==> config.mk <==
export PLATFORM = sky130hd
export DESIGN_NAME = vga_pattern_engine_flat
export DESIGN_NICKNAME = d
export VERILOG_FILES = /design/src/rtl/vga_pattern_engine_if.sv /design/src/rtl/vga_pattern_engine.sv /design/src/flat_wrapper.sv
export SDC_FILE = /design/constraint.sdc
export NUM_CORES = 1
export LEC_CHECK = 0
export BUFFER_PORTS_ARGS = -buffer_cell sky130_fd_sc_hd__buf_2
export CORE_MARGIN = 3
export CORE_UTILIZATION = 31
export DETAILED_ROUTE_END_ITERATION = 8
export GPL_TIMING_DRIVEN = 0
export RECOVER_POWER = 100
export SLEW_MARGIN = 20
export SYNTH_ARGS = -nofsm -noshare
export SYNTH_HDL_FRONTEND = slang
export SYNTH_SLANG_ARGS = --single-unit
==> constraint.sdc <==
create_clock -name i_clk -period 2.6 [get_ports i_clk]
set_clock_uncertainty 0.2 [all_clocks]
set_input_delay 0.52 -clock i_clk [delete_from_list [all_inputs] [get_ports i_clk]]
set_output_delay 0.52 -clock i_clk [all_outputs]
set_load 0.005 [all_outputs]
==> src/rtl/vga_pattern_engine_if.sv <==
// Pattern-engine bus: mode request in, VGA connector pins and frame status out.
// The engine side uses the master modport; a board top or bench uses slave.
interface vga_pattern_engine_if #(
    parameter int COLOR_BITS = 3
);
    logic [2:0]            i_mode;
    logic                  o_vga_hsync;
    logic                  o_vga_vsync;
    logic [COLOR_BITS-1:0] o_vga_r;
    logic [COLOR_BITS-1:0] o_vga_g;
    logic [COLOR_BITS-1:0] o_vga_b;
    logic                  o_frame_start;
    logic [2:0]            o_active_mode;
    logic [7:0]            o_frame_count;

    modport master (
        input  i_mode,
        output o_vga_hsync, o_vga_vsync, o_vga_r, o_vga_g, o_vga_b,
               o_frame_start, o_active_mode, o_frame_count
    );

    modport slave (
        output i_mode,
        input  o_vga_hsync, o_vga_vsync, o_vga_r, o_vga_g, o_vga_b,
               o_frame_start, o_active_mode, o_frame_count
    );
endinterface

==> src/rtl/vga_pattern_engine.sv <==
// VGA test-pattern source: H/V timing counters, eight static/animated patterns,
// frame-synchronous mode switching; syncs and colour leave through one register stage.
module vga_pattern_engine #(
    parameter int H_VISIBLE   = 640,
    parameter int H_FRONT     = 16,
    parameter int H_SYNC      = 96,
    parameter int H_BACK      = 48,
    parameter int V_VISIBLE   = 480,
    parameter int V_FRONT     = 10,
    parameter int V_SYNC      = 2,
    parameter int V_BACK      = 33,
    parameter bit SYNC_ACTIVE = 1'b0,
    parameter int COLOR_BITS  = 3,
    parameter int BOX_SIZE    = 32
) (
    input  logic                 i_clk,
    input  logic                 i_rst_n,
    vga_pattern_engine_if.master vga
);
    localparam int H_TOTAL = H_VISIBLE + H_FRONT + H_SYNC + H_BACK;
    localparam int V_TOTAL = V_VISIBLE + V_FRONT + V_SYNC + V_BACK;
    localparam int RAMP_W  = COLOR_BITS + 5;
    // Counters are at least RAMP_W wide so the grey-ramp slice always exists.
    localparam int H_W     = ($clog2(H_TOTAL) > RAMP_W) ? $clog2(H_TOTAL) : RAMP_W;
    localparam int V_W     = ($clog2(V_TOTAL) > RAMP_W) ? $clog2(V_TOTAL) : RAMP_W;
    localparam int BAR_W   = H_VISIBLE / 8;
    localparam int BC_W    = (BAR_W > 1) ? $clog2(BAR_W) : 1;

    localparam logic [H_W-1:0]  H_LAST   = H_W'(H_TOTAL - 1);
    localparam logic [H_W-1:0]  H_VIS    = H_W'(H_VISIBLE);
    localparam logic [H_W-1:0]  H_EDGE   = H_W'(H_VISIBLE - 1);
    localparam logic [H_W-1:0]  HS_START = H_W'(H_VISIBLE + H_FRONT);
    localparam logic [H_W-1:0]  HS_END   = H_W'(H_VISIBLE + H_FRONT + H_SYNC);
    localparam logic [H_W-1:0]  BOX_H    = H_W'(BOX_SIZE);
    localparam logic [H_W-1:0]  BX_MAX   = H_W'(H_VISIBLE - BOX_SIZE);
    localparam logic [V_W-1:0]  V_LAST   = V_W'(V_TOTAL - 1);
    localparam logic [V_W-1:0]  V_VIS    = V_W'(V_VISIBLE);
    localparam logic [V_W-1:0]  V_EDGE   = V_W'(V_VISIBLE - 1);
    localparam logic [V_W-1:0]  VS_START = V_W'(V_VISIBLE + V_FRONT);
    localparam logic [V_W-1:0]  VS_END   = V_W'(V_VISIBLE + V_FRONT + V_SYNC);
    localparam logic [V_W-1:0]  BOX_V    = V_W'(BOX_SIZE);
    localparam logic [V_W-1:0]  BY_MAX   = V_W'(V_VISIBLE - BOX_SIZE);
    localparam logic [BC_W-1:0] BAR_LAST = BC_W'(BAR_W - 1);
    localparam logic [3:0]      BAR_NONE = 4'd8;

    function automatic logic [COLOR_BITS-1:0] level(input logic on);
        return {COLOR_BITS{on}};
    endfunction

    logic [H_W-1:0]        hpos_q, hpos_d, bx_q, bx_d;
    logic [V_W-1:0]        vpos_q, vpos_d, by_q, by_d;
    logic [BC_W-1:0]       bar_cnt_q, bar_cnt_d;
    logic [3:0]            bar_idx_q, bar_idx_d;
    logic                  dx_q, dx_d, dy_q, dy_d;
    logic [2:0]            active_mode_q, active_mode_d;
    logic [7:0]            frame_count_q, frame_count_d;
    logic                  hsync_q, hsync_d, vsync_q, vsync_d, frame_start_q, frame_start_d;
    logic [COLOR_BITS-1:0] r_q, r_d, g_q, g_d, b_q, b_d;
    logic                  frame_end, visible, in_box, border;

    // Raster counters; the bar sub-counter walks bar boundaries without a divider.
    always_comb begin
        hpos_d    = hpos_q + 1'b1;
        vpos_d    = vpos_q;
        bar_cnt_d = bar_cnt_q;
        bar_idx_d = bar_idx_q;
        frame_end = (hpos_q == H_LAST) && (vpos_q == V_LAST);
        if (hpos_q == H_LAST) begin
            hpos_d    = '0;
            vpos_d    = (vpos_q == V_LAST) ? '0 : vpos_q + 1'b1;
            bar_cnt_d = '0;
            bar_idx_d = '0;
        end else if ((hpos_q < H_VIS) && (bar_idx_q != BAR_NONE)) begin
            if (bar_cnt_q == BAR_LAST) begin
                bar_cnt_d = '0;
                bar_idx_d = bar_idx_q + 4'd1;
            end else begin
                bar_cnt_d = bar_cnt_q + 1'b1;
            end
        end
    end

    // Per-frame state changes only on the last counter cycle, so a frame never mixes modes.
    always_comb begin
        active_mode_d = active_mode_q;
        frame_count_d = frame_count_q;
        bx_d          = bx_q;
        by_d          = by_q;
        dx_d          = dx_q;
        dy_d          = dy_q;
        if (frame_end) begin
            active_mode_d = vga.i_mode;
            frame_count_d = frame_count_q + 8'd1;
            bx_d          = dx_q ? bx_q + 1'b1 : bx_q - 1'b1;
            by_d          = dy_q ? by_q + 1'b1 : by_q - 1'b1;
            if (bx_d == BX_MAX)  dx_d = 1'b0;
            else if (bx_d == '0) dx_d = 1'b1;
            if (by_d == BY_MAX)  dy_d = 1'b0;
            else if (by_d == '0) dy_d = 1'b1;
        end
    end

    always_comb begin
        visible = (hpos_q < H_VIS) && (vpos_q < V_VIS);
        in_box  = (hpos_q >= bx_q) && (hpos_q < bx_q + BOX_H) &&
                  (vpos_q >= by_q) && (vpos_q < by_q + BOX_V);
        border  = (hpos_q == '0) || (hpos_q == H_EDGE) || (vpos_q == '0) || (vpos_q == V_EDGE);
        r_d = '0;
        g_d = '0;
        b_d = '0;
        case (active_mode_q)
            3'd0: if (bar_idx_q != BAR_NONE) begin
                r_d = level(~bar_idx_q[1]);
                g_d = level(~bar_idx_q[2]);
                b_d = level(~bar_idx_q[0]);
            end
            3'd1: begin
                r_d = level(hpos_q[5] ^ vpos_q[5]);
                g_d = r_d;
                b_d = r_d;
            end
            3'd2: begin
                r_d = hpos_q[RAMP_W-1:5];
                g_d = r_d;
                b_d = r_d;
            end
            3'd3: begin
                r_d = vpos_q[RAMP_W-1:5];
                g_d = r_d;
                b_d = r_d;
            end
            3'd4: begin
                r_d = level(in_box);
                g_d = r_d;
                b_d = r_d;
            end
            3'd5: begin
                r_d = level(1'b1);
                g_d = r_d;
                b_d = r_d;
            end
            3'd6: begin
                r_d = level(border);
                g_d = r_d;
                b_d = level(1'b1);
            end
            default: begin
                r_d = level(frame_count_q[7]);
                g_d = level(frame_count_q[6]);
                b_d = level(frame_count_q[5]);
            end
        endcase
        if (!visible) begin
            r_d = '0;
            g_d = '0;
            b_d = '0;
        end
        hsync_d       = ((hpos_q >= HS_START) && (hpos_q < HS_END)) ? SYNC_ACTIVE : ~SYNC_ACTIVE;
        vsync_d       = ((vpos_q >= VS_START) && (vpos_q < VS_END)) ? SYNC_ACTIVE : ~SYNC_ACTIVE;
        frame_start_d = (hpos_q == '0) && (vpos_q == '0);
    end

    always_ff @(posedge i_clk) begin
        if (!i_rst_n) begin
            hpos_q        <= '0;
            vpos_q        <= '0;
            bar_cnt_q     <= '0;
            bar_idx_q     <= '0;
            active_mode_q <= '0;
            frame_count_q <= '0;
            bx_q          <= '0;
            by_q          <= '0;
            dx_q          <= 1'b1;
            dy_q          <= 1'b1;
            hsync_q       <= ~SYNC_ACTIVE;
            vsync_q       <= ~SYNC_ACTIVE;
            r_q           <= '0;
            g_q           <= '0;
            b_q           <= '0;
            frame_start_q <= 1'b0;
        end else begin
            hpos_q        <= hpos_d;
            vpos_q        <= vpos_d;
            bar_cnt_q     <= bar_cnt_d;
            bar_idx_q     <= bar_idx_d;
            active_mode_q <= active_mode_d;
            frame_count_q <= frame_count_d;
            bx_q          <= bx_d;
            by_q          <= by_d;
            dx_q          <= dx_d;
            dy_q          <= dy_d;
            hsync_q       <= hsync_d;
            vsync_q       <= vsync_d;
            r_q           <= r_d;
            g_q           <= g_d;
            b_q           <= b_d;
            frame_start_q <= frame_start_d;
        end
    end

    assign vga.o_vga_hsync   = hsync_q;
    assign vga.o_vga_vsync   = vsync_q;
    assign vga.o_vga_r       = r_q;
    assign vga.o_vga_g       = g_q;
    assign vga.o_vga_b       = b_q;
    assign vga.o_frame_start = frame_start_q;
    assign vga.o_active_mode = active_mode_q;
    assign vga.o_frame_count = frame_count_q;
endmodule

==> src/flat_wrapper.sv <==
// flat-port wrapper written by rule: the top's interface ports become plain ports
module vga_pattern_engine_flat 
#(
    parameter int H_VISIBLE   = 640,
    parameter int H_FRONT     = 16,
    parameter int H_SYNC      = 96,
    parameter int H_BACK      = 48,
    parameter int V_VISIBLE   = 480,
    parameter int V_FRONT     = 10,
    parameter int V_SYNC      = 2,
    parameter int V_BACK      = 33,
    parameter bit SYNC_ACTIVE = 1'b0,
    parameter int COLOR_BITS  = 3,
    parameter int BOX_SIZE    = 32
)
  (i_clk, i_rst_n, vga_i_mode, vga_o_vga_hsync, vga_o_vga_vsync, vga_o_vga_r, vga_o_vga_g, vga_o_vga_b, vga_o_frame_start, vga_o_active_mode, vga_o_frame_count);
  vga_pattern_engine_if #(.COLOR_BITS(COLOR_BITS)) vga_i ();
  input  logic i_clk;
  input  logic i_rst_n;
  input wire logic [$bits(vga_i.i_mode)-1:0] vga_i_mode;
  output wire logic [$bits(vga_i.o_vga_hsync)-1:0] vga_o_vga_hsync;
  output wire logic [$bits(vga_i.o_vga_vsync)-1:0] vga_o_vga_vsync;
  output wire logic [$bits(vga_i.o_vga_r)-1:0] vga_o_vga_r;
  output wire logic [$bits(vga_i.o_vga_g)-1:0] vga_o_vga_g;
  output wire logic [$bits(vga_i.o_vga_b)-1:0] vga_o_vga_b;
  output wire logic [$bits(vga_i.o_frame_start)-1:0] vga_o_frame_start;
  output wire logic [$bits(vga_i.o_active_mode)-1:0] vga_o_active_mode;
  output wire logic [$bits(vga_i.o_frame_count)-1:0] vga_o_frame_count;
  assign vga_i.i_mode = vga_i_mode;
  assign vga_o_vga_hsync = vga_i.o_vga_hsync;
  assign vga_o_vga_vsync = vga_i.o_vga_vsync;
  assign vga_o_vga_r = vga_i.o_vga_r;
  assign vga_o_vga_g = vga_i.o_vga_g;
  assign vga_o_vga_b = vga_i.o_vga_b;
  assign vga_o_frame_start = vga_i.o_frame_start;
  assign vga_o_active_mode = vga_i.o_active_mode;
  assign vga_o_frame_count = vga_i.o_frame_count;
  vga_pattern_engine #(.H_VISIBLE(H_VISIBLE), .H_FRONT(H_FRONT), .H_SYNC(H_SYNC), .H_BACK(H_BACK), .V_VISIBLE(V_VISIBLE), .V_FRONT(V_FRONT), .V_SYNC(V_SYNC), .V_BACK(V_BACK), .SYNC_ACTIVE(SYNC_ACTIVE), .COLOR_BITS(COLOR_BITS), .BOX_SIZE(BOX_SIZE)) u_core (.i_clk(i_clk), .i_rst_n(i_rst_n), .vga(vga_i));
endmodule
==> results.json, run 1 <==
{
  "drc": 0,
  "worstSetupStartpointType": "register",
  "port_buffers": 27,
  "cts_max_path_buffers": 2,
  "crit_chain": "or4_4 -> or3_4 -> or2_4 -> nor3_2 -> nand4_1 -> o41a_1 -> a311o_1",
  "gp_congestion": 0.797,
  "design_area_sq_um": 6130,
  "synth_largest_area_cell": "dfxtp_1",
  "path_max_fanout": 2,
  "synth_adder_area_share_pct": 15.8,
  "overflow": 0,
  "path_class": "register to register",
  "r2r_cells": 7,
  "layout_min_cycle_time_ns": 2.76,
  "areaGrowthSynthToFinish_pct": 26.3,
  "crit_family": "simple AND/OR/NAND/NOR gates",
  "p_total_mw": 2.64,
  "num_rows": 45,
  "antenna_found_initial": 0,
  "synth_async_sr_flop_share_pct": 0,
  "synth_top_family_by_area": "simple AND/OR/NAND/NOR gates",
  "synth.area.top_cells": "dfxtp_1 31%, ha_1 15%, xnor2_1 5.4%, nor2_1 4.9%, a21oi_1 4.8%",
  "synth_edf_count": 0,
  "placed_cells": 825,
  "avgViaCountPerCell": 5.00,
  "layout-drive-gt1-share_pct": 20.6,
  "critPathBufInv": 0,
  "worstMarginPinSlew_ns": 0.837,
  "root_buffer": "clkbuf_16",
  "leakage_nw": 2.36,
  "hold_class": "input port to register",
  "cts_made_buffers": 9,
  "syn_area_per_cell_sq_um": 8.27,
  "antennaDiodeCount": 0,
  "hold_ws_ns": 0.226,
  "synth_common_cells": "76 x dfxtp_1, 63 x nor2_1, 58 x ha_1, 54 x nand2_1, 47 x a21oi_1",
  "routedWlPerCell_um": 14.4,
  "r2r-start": "u_core.vpos_q[5]",
  "synth_area_sq_um": 4850,
  "drtPass1Iterations": 4,
  "cts.htree.levels": 3,
  "drv_cap": 0,
  "cp.arrival_ns": 2.78,
  "synth-xor-area-share_pct": 9.92,
  "synthMuxAreaShare_pct": 0.902,
  "ys_seq_area_share_pct": 31.3,
  "instances_no_fill": 866,
  "max_slew_margin_pct": 43.6,
  "yosys.cell_count.top_type": "dfxtp_1",
  "ant_nets": 0,
  "die_area_sq_um": 17200,
  "clock_latency_ns": 0.34,
  "drt-initial-drc-count": 239,
  "hold_viol": 0,
  "cts_hold_buf": 0,
  "synth_top_area_share_pct": 31.3,
  "grt_max_degree": 15,
  "status": "finished, violations left",
  "placed_cell_area_sq_um": 5290,
  "routed_wl_um": 12400,
  "min_from": "vga_i_mode[2]",
  "syn-num-nets": 652,
  "cts_tree": "built",
  "grt_pass1_wl_um": 20700,
  "fin_ws_ns": -0.161,
  "clock.fmax_mhz": 362,
  "cpMaxStageDelayCell": "or4_4",
  "yosys.area_share.simple_pct": 21.0,
  "power_density_nw_per_um2": 431,
  "ys_ff_latch": 76,
  "num_io_pins": 28,
  "clkSinkCount": 76,
  "period_share_pct": 106,
  "tns_ns": -0.436,
  "yosysWarnings": 0,
  "rsz0062_at_grt": "yes",
  "grtUsageTotal_pct": 14.5,
  "finalMaxSlewViolations": 0,
  "first_global_vias": 4089,
  "end_kind": "register",
  "ys.flop_type": "dfxtp_1",
  "peakVddDrop_mv": 0.292,
  "dpl.hpwl_um": 8580,
  "netlist_instances": 587,
  "r2r-end": "u_core.dy_q",
  "initial_core_util_pct": 31.8,
  "vias": 4327,
  "setup_viol": 11,
  "r2r_slack_ns": -0.16,
  "violations": "setup timing",
  "core-area_sq_um": 15300,
  "synth_compound_area_share_pct": 16.5,
  "hold_path_end": "u_core.vga.o_active_mode[2]",
  "crit_required_ns": 2.62,
  "clk_pin_slew_worst_paths_ns": 0.06,
  "die_y_um": 131,
  "netlist-cell-type-count": 53,
  "max_stage_delay_ns": 0.53,
  "die_w_um": 131,
  "hold_depth": 3,
  "final_nets": 715
}
## stage by stage
stage | utilization (%) | worst slack, ns
2_1_floorplan | - | -0.130
3_3_place_gp | 34.6 | -0.484
3_5_place_dp | 34.6 | -0.448
4_1_cts | 38.4 | -0.234
5_1_grt | 40.2 | -0.262
6_report | 40.2 | -0.161
## cell type report
type | count | area, sq um
Sequential cell | 76 | 1560
Clock inverter | 7 | 98.8
Multi-Input combinational cell | 457 | 3390
Buffer | 15 | 72.6
Fill cell | 1532 | 9130
Inverter | 38 | 159
Timing Repair Buffer | 53 | 359
Tap cell | 211 | 264
Clock buffer | 9 | 225
## timing repair
item / 4_1_cts / 5_1_grt
setup endpoints to repair: 49 / 48
pin swaps: 11 / 28
cloned: 2 / 0
setup buffers: 15 / 11
gates resized for setup: 40 / 42
## worst register-to-register path, cell delays in order (launching register included)
cell	delay, ns
dfxtp_4	0.34
or4_4	0.53
or3_4	0.36
or2_4	0.27
nor3_2	0.15
nand4_1	0.13
o41a_1	0.42
a311o_1	0.26
## where the power goes
| group | switching (mW) | total [mW] | internal, mW |
|---|---|---|---|
| sequential | 0.0112 | 1.18 | 1.17 |
| clock | 0.526 | 1.37 | 0.847 |
| combinational | 0.0504 | 0.0827 | 0.0323 |
## state kept, by name (all words and copies together) (netlist names), 3 cells and up
name	count
u_core.bx_q	10
u_core.by_q	10
u_core.hpos_q	10
u_core.vpos_q	10
u_core.vga.o_frame_count	8
u_core.bar_cnt_q	7
u_core.bar_idx_q	4
u_core.vga.o_active_mode	3
u_core.vga.o_vga_b	3
u_core.vga.o_vga_g	3
u_core.vga.o_vga_r	3
## how the worst max path moves through the flow
stage | start | end | depth (start not counted)
finish | u_core.vpos_q[5] | u_core.dy_q | 7
global route | u_core.dy_q | u_core.dy_q | 9
CTS | u_core.vpos_q[4] | u_core.dy_q | 8
detailed placement | u_core.hpos_q[1] | u_core.vga.o_active_mode[0] | 7
global placement | u_core.hpos_q[1] | u_core.vga.o_active_mode[0] | 7
floorplan | u_core.vpos_q[4] | u_core.dy_q | 8
## layout by cell type, fill, tap and decap left out, types with 4 or more instances in the layout
cell        n
nand4_1    20
clkbuf_1   16
a41oi_1     5
or3_1       5
a31oi_1     7
xnor2_1    29
buf_2      21
and2_1      4
dfxtp_2     5
nor2b_1    10
inv_1      36
nand2_1    54
and3_1      6
a211oi_1    4
ha_4        9
a21o_1     10
clkbuf_16   9
nor2_1     61
dfxtp_1    63
nand3_1    20
dfxtp_4     8
ha_2        5
ha_1       44
o21ai_0    21
xor2_1     25
a21oi_1    44
buf_4      22
o21a_1      5
## routing by layer
metal,up-vias,track usage (%),wire [um]
met4,0,5.08,301
met5,-,0,0
met1,2030,19.2,5760
met2,63,23.9,6000
li1,2212,-,-
met3,22,2.68,373
## logic make-up after synthesis
group           Yosys count
flops                    76
xor+xnor                 55
buf+inv                  56
simple gates            209
mux                       4
fa+ha+maj                60
compound gates          127
No activity file was read; power rests on OpenSTA's default activity.
==> run 2: changes to the inputs <==
--- a/config.mk
+++ b/config.mk
@@ -10,6 +10,7 @@
 export CORE_UTILIZATION = 31
 export DETAILED_ROUTE_END_ITERATION = 8
 export GPL_TIMING_DRIVEN = 0
+export PLACE_DENSITY_LB_ADDON = 0.15
 export RECOVER_POWER = 100
 export SLEW_MARGIN = 20
 export SYNTH_ARGS = -nofsm -noshare
==> results.json, run 2 (same netlist as run 1, synthesis figures left out) <==
{
  "setup_viol": 7,
  "crit_family": "compound AO/OA/AOI/OAI gates",
  "crit_chain": "inv_6 -> ha_4 -> a21o_1 -> a31o_2 -> a31oi_4 -> xnor2_1 -> nand2_1 -> o41a_1 -> a311o_1",
  "end_kind": "register",
  "num_io_pins": 28,
  "final_core_util_pct": 39.8,
  "num_rows": 45,
  "max_slew_margin_pct": 57.2,
  "root_buffer": "clkbuf_16",
  "port_buffers": 27,
  "finalMaxSlewViolations": 0,
  "critPathBufInv": 1,
  "design_area_sq_um": 6070,
  "cts_made_buffers": 9,
  "drtPass1Iterations": 5,
  "status": "finished, violations left",
  "die_w_um": 131,
  "drc": 0,
  "gp_congestion": 0.848,
  "worstSetupStartpointType": "register",
  "violations": "setup timing",
  "clkSinkCount": 76,
  "drt-initial-drc-count": 225,
  "final_nets": 712,
  "overflow": 0,
  "clk_pin_slew_worst_paths_ns": 0.06,
  "first_global_vias": 4383,
  "placed_cells": 825,
  "areaGrowthSynthToFinish_pct": 25.1,
  "max_stage_delay_ns": 0.42,
  "avgViaCountPerCell": 5.01,
  "grt_pass1_wl_um": 21700,
  "initial_core_util_pct": 31.8,
  "ant_nets": 0,
  "dpl.hpwl_um": 9460,
  "drv_cap": 0,
  "cts_hold_buf": 0,
  "routedWlPerCell_um": 15.5,
  "path_max_fanout": 10,
  "hold_viol": 0,
  "hold_ws_ns": 0.221,
  "peakVddDrop_mv": 0.308,
  "layout_common_cells": "61 x dfxtp_1, 60 x nor2_1, 53 x nand2_1",
  "rsz0062_at_grt": "yes",
  "antenna_found_initial": 0,
  "cts_max_path_buffers": 2,
  "path_class": "register to register",
  "multi_input_area_sq_um": 3410,
  "vias": 4319,
  "hold_class": "input port to register",
  "cp.arrival_ns": 2.76,
  "layout-drive-gt1-share_pct": 19.8,
  "clock_latency_ns": 0.34,
  "instances_no_fill": 862,
  "clock.fmax_mhz": 366,
  "grt_max_degree": 13,
  "mostFrequentLayoutCell": "dfxtp_1",
  "antennaDiodeCount": 0,
  "core-area_sq_um": 15300,
  "die_area_sq_um": 17200,
  "pre_cts_ws_ns": -0.594,
  "placed_cell_area_sq_um": 5290,
  "routed_wl_um": 13400,
  "seq_area_sq_um": 1570,
  "cpMaxStageDelayCell": "o41a_1",
  "cts_tree": "built",
  "worstMarginPinSlew_ns": 0.637,
  "fin_ws_ns": -0.135,
  "power_density_nw_per_um2": 433,
  "period_share_pct": 105,
  "crit_required_ns": 2.63,
  "layout_min_cycle_time_ns": 2.74,
  "grtUsageTotal_pct": 15.4,
  "leakage_nw": 2.35,
  "die_y_um": 131,
  "nFillCells": 1558,
  "cts.htree.levels": 3
}
-- run 2: timing repair --
item	CTS	global route
buffers inserted	18	6
pin swaps	26	28
gates resized for setup	49	39
gates cloned	1	0
setup endpoints to repair	50	47
-- run 2: power by group --
part           switching, mW  internal (mW)  total, mW
sequential            0.0118           1.17       1.18
combinational         0.0544         0.0344     0.0888
clock                  0.496          0.862       1.36
-- run 2: metrics by stage --
stage	total power [mW]	setup TNS (ns)
after floorplan	1.27	-0.130
after global placement	1.30	-14.76
after detailed placement	1.30	-14.79
after CTS	2.65	-1.10
after global routing	2.72	-1.61
final	2.63	-0.528
-- run 2: final cells by class --
type / instances / share of cell area (%)
plain buffers: 15 / 1.03
multi-input cells: 456 / 56.1
clock buffers: 11 / 4.00
flip-flops and latches: 76 / 25.8
well taps: 211 / 4.35
clock inverters: 4 / 1.22
inverters: 38 / 2.49
repair buffers: 51 / 5.07
-- run 2: worst paths after layout --
kind / cells past startpoint / slack (ns) / startpoint / to
setup / recovery: 9 / -0.14 / u_core.dy_q / u_core.dy_q
hold / removal: 3 / 0.22 / vga_i_mode[0] / u_core.vga.o_active_mode[0]
hold reg to reg: 1 / 0.25 / u_core.hpos_q[0] / u_core.hpos_q[0]
setup reg to reg: 9 / -0.14 / u_core.dy_q / u_core.dy_q
-- run 2: worst register-to-register path, cell delays in order (launching register included) --
cell and delay, ns:
dfxtp_4 0.36, inv_6 0.12, ha_4 0.24, a21o_1 0.21, a31o_2 0.25, a31oi_4 0.22, xnor2_1 0.21, nand2_1 0.12
o41a_1 0.42, a311o_1 0.27
-- run 2: layer usage --
layer | wire length, um | GRT usage, % | vias to the layer above
met5 | 0 | 0 | -
met4 | 300 | 5.48 | 0
met3 | 393 | 3.06 | 19
met2 | 6480 | 26.4 | 51
met1 | 6220 | 19.2 | 2041
li1 | - | - | 2208
